### config.mk
export PLATFORM = sky130hd
export DESIGN_NAME = ws2812_rx_decoder_flat
export DESIGN_NICKNAME = d
export VERILOG_FILES = /design/src/rtl/ws2812_rx_decoder_if.sv /design/src/rtl/ws2812_rx_decoder.sv /design/src/flat_wrapper.sv
export SDC_FILE = /design/constraint.sdc
export NUM_CORES = 1
export LEC_CHECK = 0
export CORE_MARGIN = 2
export CORE_UTILIZATION = 55
export DETAILED_ROUTE_END_ITERATION = 8
export GPL_ROUTABILITY_DRIVEN = 0
export PLACE_DENSITY_LB_ADDON = 0.25
export SKIP_CTS_REPAIR_TIMING = 1
export SLEW_MARGIN = 20
export SYNTH_ARGS = -nofsm -noshare
export SYNTH_HDL_FRONTEND = slang
export SYNTH_SLANG_ARGS = --single-unit
### constraint.sdc
create_clock -name clk -period 2.5 [get_ports clk]
set_input_delay 0.25 -clock clk [delete_from_list [all_inputs] [get_ports clk]]
set_output_delay 0.25 -clock clk [all_outputs]
set_load 0.05 [all_outputs]
### src/rtl/ws2812_rx_decoder_if.sv
// Signal bundle between the WS2812 NZR receiver and whatever consumes its pixels.
// master = decoder side, slave = consumer / stimulus side.
interface ws2812_rx_decoder_if;
   logic        dataIn;
   logic [23:0] pixelGRB;
   logic        pixelValid;
   logic [7:0]  pixelIndex;
   logic        frameDone;
   logic [7:0]  pixelCount;
   logic        frameErr;
   logic        armed;

   modport master (
      input  dataIn,
      output pixelGRB, pixelValid, pixelIndex, frameDone, pixelCount, frameErr, armed
   );

   modport slave (
      output dataIn,
      input  pixelGRB, pixelValid, pixelIndex, frameDone, pixelCount, frameErr, armed
   );
endinterface

### src/rtl/ws2812_rx_decoder.sv
// WS2812B NZR receiver: decodes bits from high-pulse width, assembles 24-bit GRB
// words MSB first, and reports end of frame on the long low reset code.
module ws2812_rx_decoder #(
   parameter int T_THRESH  = 60,
   parameter int T_MINHIGH = 20,
   parameter int T_MAXHIGH = 120,
   parameter int T_RESET   = 28000,
   parameter int CW        = 15
) (
   input  logic clk,
   input  logic reset,
   ws2812_rx_decoder_if.master bus
);

   typedef enum logic [1:0] {WAIT_RST, IDLE, HIGH, LOW} state_t;

   state_t         state_reg, state_next;
   logic [1:0]     sync_reg;
   logic           ds_d_reg;
   logic [CW-1:0]  tcnt_reg;
   logic [23:0]    shift_reg;
   logic [4:0]     bit_cnt_reg;
   logic [7:0]     pix_cnt_reg;
   logic [23:0]    pixel_grb_reg;
   logic           pixel_valid_reg;
   logic [7:0]     pixel_index_reg;
   logic           frame_done_reg;
   logic [7:0]     pixel_count_reg;
   logic           frame_err_reg;

   logic ds, rise, fall;
   logic bit_val;
   logic start_frame, take_bit, set_err, end_frame;
   logic [23:0] shift_next;

   assign ds         = sync_reg[1];
   assign rise       = ds & ~ds_d_reg;
   assign fall       = ~ds & ds_d_reg;
   assign bit_val    = (tcnt_reg >= CW'(T_THRESH));
   assign shift_next = {shift_reg[22:0], bit_val};

   always_ff @(posedge clk) begin
      if (reset) begin
         sync_reg <= 2'b00;
         ds_d_reg <= 1'b0;
      end else begin
         sync_reg <= {sync_reg[0], bus.dataIn};
         ds_d_reg <= ds;
      end
   end

   // The edge cycle loads 1, so on the next edge tcnt equals the previous level's length.
   always_ff @(posedge clk) begin
      if (reset)
         tcnt_reg <= '0;
      else if (state_reg == WAIT_RST && ds)
         tcnt_reg <= '0;
      else if (rise || fall)
         tcnt_reg <= CW'(1);
      else if (tcnt_reg != CW'(T_RESET))
         tcnt_reg <= tcnt_reg + CW'(1);
   end

   always_ff @(posedge clk) begin
      if (reset)
         state_reg <= WAIT_RST;
      else
         state_reg <= state_next;
   end

   always_comb begin
      state_next  = state_reg;
      start_frame = 1'b0;
      take_bit    = 1'b0;
      set_err     = 1'b0;
      end_frame   = 1'b0;
      case (state_reg)
         WAIT_RST: begin
            if (!ds && tcnt_reg >= CW'(T_RESET))
               state_next = IDLE;
         end
         IDLE: begin
            if (rise) begin
               start_frame = 1'b1;
               state_next  = HIGH;
            end
         end
         HIGH: begin
            if (fall) begin
               if (tcnt_reg < CW'(T_MINHIGH)) begin
                  set_err    = 1'b1;
                  state_next = WAIT_RST;
               end else begin
                  take_bit   = 1'b1;
                  state_next = LOW;
               end
            end else if (tcnt_reg >= CW'(T_MAXHIGH)) begin
               set_err    = 1'b1;
               state_next = WAIT_RST;
            end
         end
         LOW: begin
            if (rise)
               state_next = HIGH;
            else if (tcnt_reg >= CW'(T_RESET)) begin
               end_frame  = 1'b1;
               state_next = IDLE;
            end
         end
         default: state_next = WAIT_RST;
      endcase
   end

   always_ff @(posedge clk) begin
      if (reset) begin
         shift_reg       <= '0;
         bit_cnt_reg     <= '0;
         pix_cnt_reg     <= '0;
         pixel_grb_reg   <= '0;
         pixel_valid_reg <= 1'b0;
         pixel_index_reg <= '0;
         frame_done_reg  <= 1'b0;
         pixel_count_reg <= '0;
         frame_err_reg   <= 1'b0;
      end else begin
         pixel_valid_reg <= 1'b0;
         frame_done_reg  <= 1'b0;
         if (start_frame) begin
            frame_err_reg <= 1'b0;
            bit_cnt_reg   <= '0;
            pix_cnt_reg   <= '0;
         end
         // The 24th bit publishes the word directly, one cycle after its falling edge.
         if (take_bit) begin
            shift_reg <= shift_next;
            if (bit_cnt_reg == 5'd23) begin
               pixel_grb_reg   <= shift_next;
               pixel_index_reg <= pix_cnt_reg;
               pixel_valid_reg <= 1'b1;
               pix_cnt_reg     <= pix_cnt_reg + 8'd1;
               bit_cnt_reg     <= '0;
            end else begin
               bit_cnt_reg <= bit_cnt_reg + 5'd1;
            end
         end
         if (set_err)
            frame_err_reg <= 1'b1;
         if (end_frame) begin
            frame_done_reg  <= 1'b1;
            pixel_count_reg <= pix_cnt_reg;
            bit_cnt_reg     <= '0;
            if (bit_cnt_reg != 5'd0)
               frame_err_reg <= 1'b1;
         end
      end
   end

   assign bus.pixelGRB   = pixel_grb_reg;
   assign bus.pixelValid = pixel_valid_reg;
   assign bus.pixelIndex = pixel_index_reg;
   assign bus.frameDone  = frame_done_reg;
   assign bus.pixelCount = pixel_count_reg;
   assign bus.frameErr   = frame_err_reg;
   assign bus.armed      = (state_reg == IDLE);

endmodule

### src/flat_wrapper.sv
// flat-port wrapper written by rule: the top's interface ports become plain ports
module ws2812_rx_decoder_flat 
#(
   parameter int T_THRESH  = 60,
   parameter int T_MINHIGH = 20,
   parameter int T_MAXHIGH = 120,
   parameter int T_RESET   = 28000,
   parameter int CW        = 15
)
  (clk, reset, bus_dataIn, bus_pixelGRB, bus_pixelValid, bus_pixelIndex, bus_frameDone, bus_pixelCount, bus_frameErr, bus_armed);
  ws2812_rx_decoder_if bus_i ();
  input  logic clk;
  input  logic reset;
  input wire logic [$bits(bus_i.dataIn)-1:0] bus_dataIn;
  output wire logic [$bits(bus_i.pixelGRB)-1:0] bus_pixelGRB;
  output wire logic [$bits(bus_i.pixelValid)-1:0] bus_pixelValid;
  output wire logic [$bits(bus_i.pixelIndex)-1:0] bus_pixelIndex;
  output wire logic [$bits(bus_i.frameDone)-1:0] bus_frameDone;
  output wire logic [$bits(bus_i.pixelCount)-1:0] bus_pixelCount;
  output wire logic [$bits(bus_i.frameErr)-1:0] bus_frameErr;
  output wire logic [$bits(bus_i.armed)-1:0] bus_armed;
  assign bus_i.dataIn = bus_dataIn;
  assign bus_pixelGRB = bus_i.pixelGRB;
  assign bus_pixelValid = bus_i.pixelValid;
  assign bus_pixelIndex = bus_i.pixelIndex;
  assign bus_frameDone = bus_i.frameDone;
  assign bus_pixelCount = bus_i.pixelCount;
  assign bus_frameErr = bus_i.frameErr;
  assign bus_armed = bus_i.armed;
  ws2812_rx_decoder #(.T_THRESH(T_THRESH), .T_MINHIGH(T_MINHIGH), .T_MAXHIGH(T_MAXHIGH), .T_RESET(T_RESET), .CW(CW)) u_core (.clk(clk), .reset(reset), .bus(bus_i));
endmodule
==> Yosys cells after proc, flatten, opt, wreduce, memory -nomap -nowiden <==
Index checks and enable logic that the tools add are counted.
{ "word_totals": {"reg_bits": 99, "wordCells": 83} }
{ "op_classes": {"eq_ne": 9, "muxes": 34, "magnitude_cmp": 4, "n_bitwise": 5, "add_sub_neg": 3, "reduce_logical": 14} }
{ "op_table": {"columns": ["op", "count"], "rows": [
  ["$mux W8", 3],
  ["$mux W1", 20],
  ["$add A15 B1 Y15 const B", 1],
  ["$ge A15 B15 Y1 const B", 1],
  ["$ge A15 B6 Y1 const B", 1],
  ["$ge A15 B7 Y1 const B", 1],
  ["$lt A15 B5 Y1 const B", 1],
  ["$mux W5", 3],
  ["$ne A15 B15 Y1 const B", 1],
  ["$mux W2", 7],
  ["$add A8 B1 Y8 const B", 1],
  ["$pmux W2 S4", 1],
  ["$ne A3 B1 Y1 const B", 2],
  ["$reduce_or A2 Y1", 3],
  ["$add A5 B1 Y5 const B", 1],
  ["$eq A5 B5 Y1 const B", 1],
  ["$reduce_bool A5 Y1", 1],
  ["$eq A2 B2 Y1 const B", 2],
  ["$reduce_and A4 Y1", 1],
  ["$reduce_bool A2 Y1", 2],
  ["$not A1 Y1", 3],
  ["$reduce_or A3 Y1", 1],
  ["$and A1 B1 Y1", 2],
  ["$eq A2 B1 Y1 const B", 1],
  ["other kinds (7)", 8]
]} }

==> Longest topological paths before layout <==
{ "depth": {"depth_word": 8, "mapped_depth": 9} }

==> Worst setup path after synthesis <==
OpenSTA, ideal clock, no wires.
{ "synth_timing": {"kind": "register to register", "startpoint": "reg u_core.tcnt_reg[10]", "endpoint": "reg u_core.pixel_grb_reg[6], in the netlist u_core.bus.pixelGRB[6]", "arrival_time_ps": 2034, "synth_period_minus_slack_ps": 2105, "stages_incl_launch_ff": 8, "path_slack_ps": 395, "required_ps": 2430, "path_cell_list": "dfxtp_1 or4_4 or4_4 o21ai_2 buf_4 buf_6 nand2_1 a21oi_1"} }
{ "synth_via": {"elab_chain_cells": 5} }
{ "synth_lines": {"columns": ["item", "line", "source"], "rows": [
  ["start: declaration", "ws2812_rx_decoder.sv:20", "logic [CW-1:0] tcnt_reg;"],
  ["start signal: assignment", "ws2812_rx_decoder.sv:61", "tcnt_reg <= tcnt_reg + CW'(1);"],
  ["$lt A15 B5 Y1", "ws2812_rx_decoder.sv:90", "if (tcnt_reg < CW'(T_MINHIGH)) begin"],
  ["$mux W1", "ws2812_rx_decoder.sv:90", null],
  ["$mux W1", "ws2812_rx_decoder.sv:89", "if (fall) begin"],
  ["$mux W1", "ws2812_rx_decoder.sv:77", "case (state_reg)"],
  ["$reduce_and A2 Y1 (no line)", null, null],
  ["end signal: assignment", "ws2812_rx_decoder.sv:137", "pixel_grb_reg <= shift_next;"],
  ["end: declaration", "ws2812_rx_decoder.sv:24", "logic [23:0] pixel_grb_reg;"]
]} }
Every way passes these cells.
A chain may end at the register's enable or synchronous reset.

==> Final worst setup path <==
{ "layout_timing": {"startpoint": "reg u_core.tcnt_reg[10]", "endpoint": "reg u_core.pixel_grb_reg[18], in the netlist u_core.bus.pixelGRB[18]"} }
Same word-level chain as after synthesis.

==> qor.yml <==
run_status:
  status: "completed"
yosys:
  synthDistinctLibCells: 51
  synth_enable_flop_cells: 0
  net_count_of_the_mapped_netlist: 490
  postSynthRegisterBits: 99
  synth-async-reset-ratio: 0
  syn_area_um2: 4010
  ys_warnings: 0
  synth-seq-area-share: 0.494
  postSynth.topFlopCell: "dfxtp_1"
  syn_inst: 480
  syn_area_per_cell_um2: 8.35
global_routing:
  met3_track_utilization_from_global_routing: 0.0351
  grt_pass1_wl_mm: 13.1
  first_global_vias: 2871
  antenna_found_initial: 0
  grt_overflow: 0
  overall_global_routing_resource_usage: 0.208
  busiest_layer: "met2"
  met1_usage: 0.277
  global_route.usage.met2: 0.331
  grt_start_max_net_pins: 49
placed_design:
  place_inst: 607
  dpl_worst_slack_ps: 150
  count_of_buffers_inserted_at_the_top_level_ports: 46
  placement.cell_area_um2: 4570
  place_hpwl_mm: 5.33
floorplan:
  die_area_um2: 7990
  fp-row-count: 31
  floorplan.initialDensity: 0.562
  ports: 47
  die_height_um: 89.4
  fp.coreArea_um2: 7140
  fp.dieW_um: 89.4
detailed_routing:
  antenna_violation_net_count_after_detailed_routing: 0
  wire_per_inst_um: 12.5
  postRouteWirelength_mm: 7.79
  dr.first_iter.drc_count: 203
  vias_per_cell: 5.25
  first_pass_iters: 4
  num_vias: 3272
  drc: 0
cells_and_area:
  finish.cell_count_without_fillers: 623
  nNetsFinal: 529
  largest_register_ffs: 24
  mostFrequentLayoutCells: "nand2_1, dfxtp_1, a21oi_1"
  num-fill-cells: 611
  syn2layout_area_growth_pct: 19.6
  final_cell_area_um2: 4790
  final_layout_size_suffix_gt1_frac: 0.0782
  mostFrequentLayoutCell: "nand2_1"
  insertedDiodeCount: 0
sta:
  postLayoutSetupSlackWorst_ps: 137
  clock_skew_ps: 9.65
  finalWorstPathRequiredPeriod_ps: 2360
  fin_tns_setup_ps: 0
  grt_setup_unrepaired: "no"
  worst-slew-pin-transition_ps: 621
  max-slew-margin-rel: 0.584
  final_max_slew_viol_count: 0
  hold_ws_ps: 138
  setup_viol: 0
  final-hold-violation-count: 0
  fmax_ghz: 0.423
  final_min_period_over_clock_period: 0.945
worst_setup_path:
  worst_path_largest_cell_delay_ps: 560
  worstSetupStartpointType: "flop"
  critical_path_required_ps: 2790
  crit_type: "reg -> reg"
  crit_path_frequent_cell: "or4_4"
  critPathSlowestCell: "or4_4"
  reg2reg_to: "u_core.bus.pixelGRB[18]"
  worst-endpoint-arrival_ps: 2650
  ff2ff_setup_slack_ps: 140
  worst_r2r_path_depth: 6
  origin_of_the_critical_flop_to_flop_path: "u_core.tcnt_reg[10]"
  setup.worst_path.end_class: "flop"
  timing.critical_path.cells: "or4_4 > or4_4 > o21ai_2 > buf_4 > nand2_1 > a21oi_1"
  critical_path.max_fanout: 13
clock_network:
  clkLatencyLatePin_ps: 370
  numCtsBuffers: 9
  cts_tree: "built"
  cts_num_sinks: 99
  clock_root_buffer: "clkbuf_8"
  cts_h_tree_depth: 3
  cts.path.max_buffers: 2
  clkTransAtPathRegs_ps: 100
hold_path:
  holdCritStartpoint: "reset"
  holdPathStages: 2
  timing.hold.worst_endpoint: "u_core.ds_d_reg"
  min-delay-path-class: "in -> reg"
pwr:
  power-per-cell-area_nw_per_um2: 569
  vdd.ir_drop.worst_uv: 276
  leakage_nw: 1.68
run:
  max_cap_viol_count: 0
area by class of cell:
| class | instances | area [µm²] | area share |
|---|---|---|---|
| sequential | 99 | 1980 | 0.413 |
| tap | 99 | 124 | 0.0258 |
| clock inverter | 6 | 81.3 | 0.0170 |
| inverter | 11 | 41.3 | 0.00861 |
| clock buffer | 10 | 138 | 0.0287 |
| multi-input combinational | 344 | 1880 | 0.391 |
| timing repair buffer | 54 | 553 | 0.115 |
cells by family after synthesis:
group / synth area share
multiplexers: 0.0306
XOR/XNOR: 0.0284
flip-flops: 0.494
adder cells (fa/ha/maj): 0.0218
buffers and inverters: 0.0418
AO/OA/AOI/OAI: 0.136
AND/OR/NAND/NOR: 0.247
per-layer routing:
layer  vias up  part of all wire
li1       1698                 -
met1      1504              0.47
met2        58              0.48
met3        12             0.032
met4         0             0.018
met5         -                 0
cell usage after synthesis, types with 3 or more instances:
| master | n | area, µm² |
|---|---|---|
| xor2_1 | 4 | 35.0 |
| xnor2_1 | 9 | 78.8 |
| clkbuf_1 | 17 | 63.8 |
| mux2i_1 | 10 | 100 |
| nand3_1 | 14 | 70.1 |
| and2_1 | 3 | 18.8 |
| a211oi_1 | 4 | 30.0 |
| buf_4 | 3 | 22.5 |
| ha_1 | 7 | 87.6 |
| a31oi_1 | 3 | 18.8 |
| nor2b_1 | 3 | 18.8 |
| inv_1 | 11 | 41.3 |
| nand2_1 | 120 | 450 |
| and3_1 | 5 | 31.3 |
| or3_1 | 4 | 25.0 |
| nor2_1 | 36 | 135 |
| dfxtp_1 | 99 | 1980 |
| o21ai_0 | 5 | 25.0 |
| nor3_1 | 6 | 30.0 |
| nand4_1 | 7 | 43.8 |
| a21oi_1 | 65 | 325 |
| or2_2 | 3 | 18.8 |
critical path, delay by kind of cell (launching register included):
| kind | cells | cell delay (ps) |
|---|---|---|
| and+or+nand+nor | 3 | 1180 |
| DFF | 1 | 370 |
| buffers and inverters | 1 | 270 |
| AOI/OAI and AO/OA | 2 | 460 |
report_power, final:
| group | switching (mW) | leakage, nW | internal, mW |
|---|---|---|---|
| Sequential | 0.00538 | 0.798 | 1.58 |
| Combinational | 0.0375 | 0.774 | 0.0162 |
| Clock | 0.580 | 0.110 | 0.509 |
worst max path at each step:
stage,depth (start not counted),slack (ps),to,from
2_1_floorplan,7,400,u_core.bus.pixelGRB[6],u_core.tcnt_reg[10]
3_3_place_gp,6,250,u_core.bus.pixelGRB[19],u_core.tcnt_reg[10]
3_5_place_dp,6,150,u_core.bus.pixelGRB[18],u_core.tcnt_reg[10]
4_1_cts,6,120,u_core.bus.pixelGRB[18],u_core.tcnt_reg[10]
5_1_grt,6,3,u_core.bus.pixelGRB[18],u_core.tcnt_reg[10]
6_report,6,140,u_core.bus.pixelGRB[18],u_core.tcnt_reg[10]
metrics by stage:
step           power [mW]   util
2_1_floorplan        1.66      -
3_3_place_gp         1.68  0.640
3_5_place_dp         1.68  0.640
4_1_cts              2.76  0.671
5_1_grt              2.84  0.672
6_report             2.73  0.672
(Power assumes the default switching activity.)
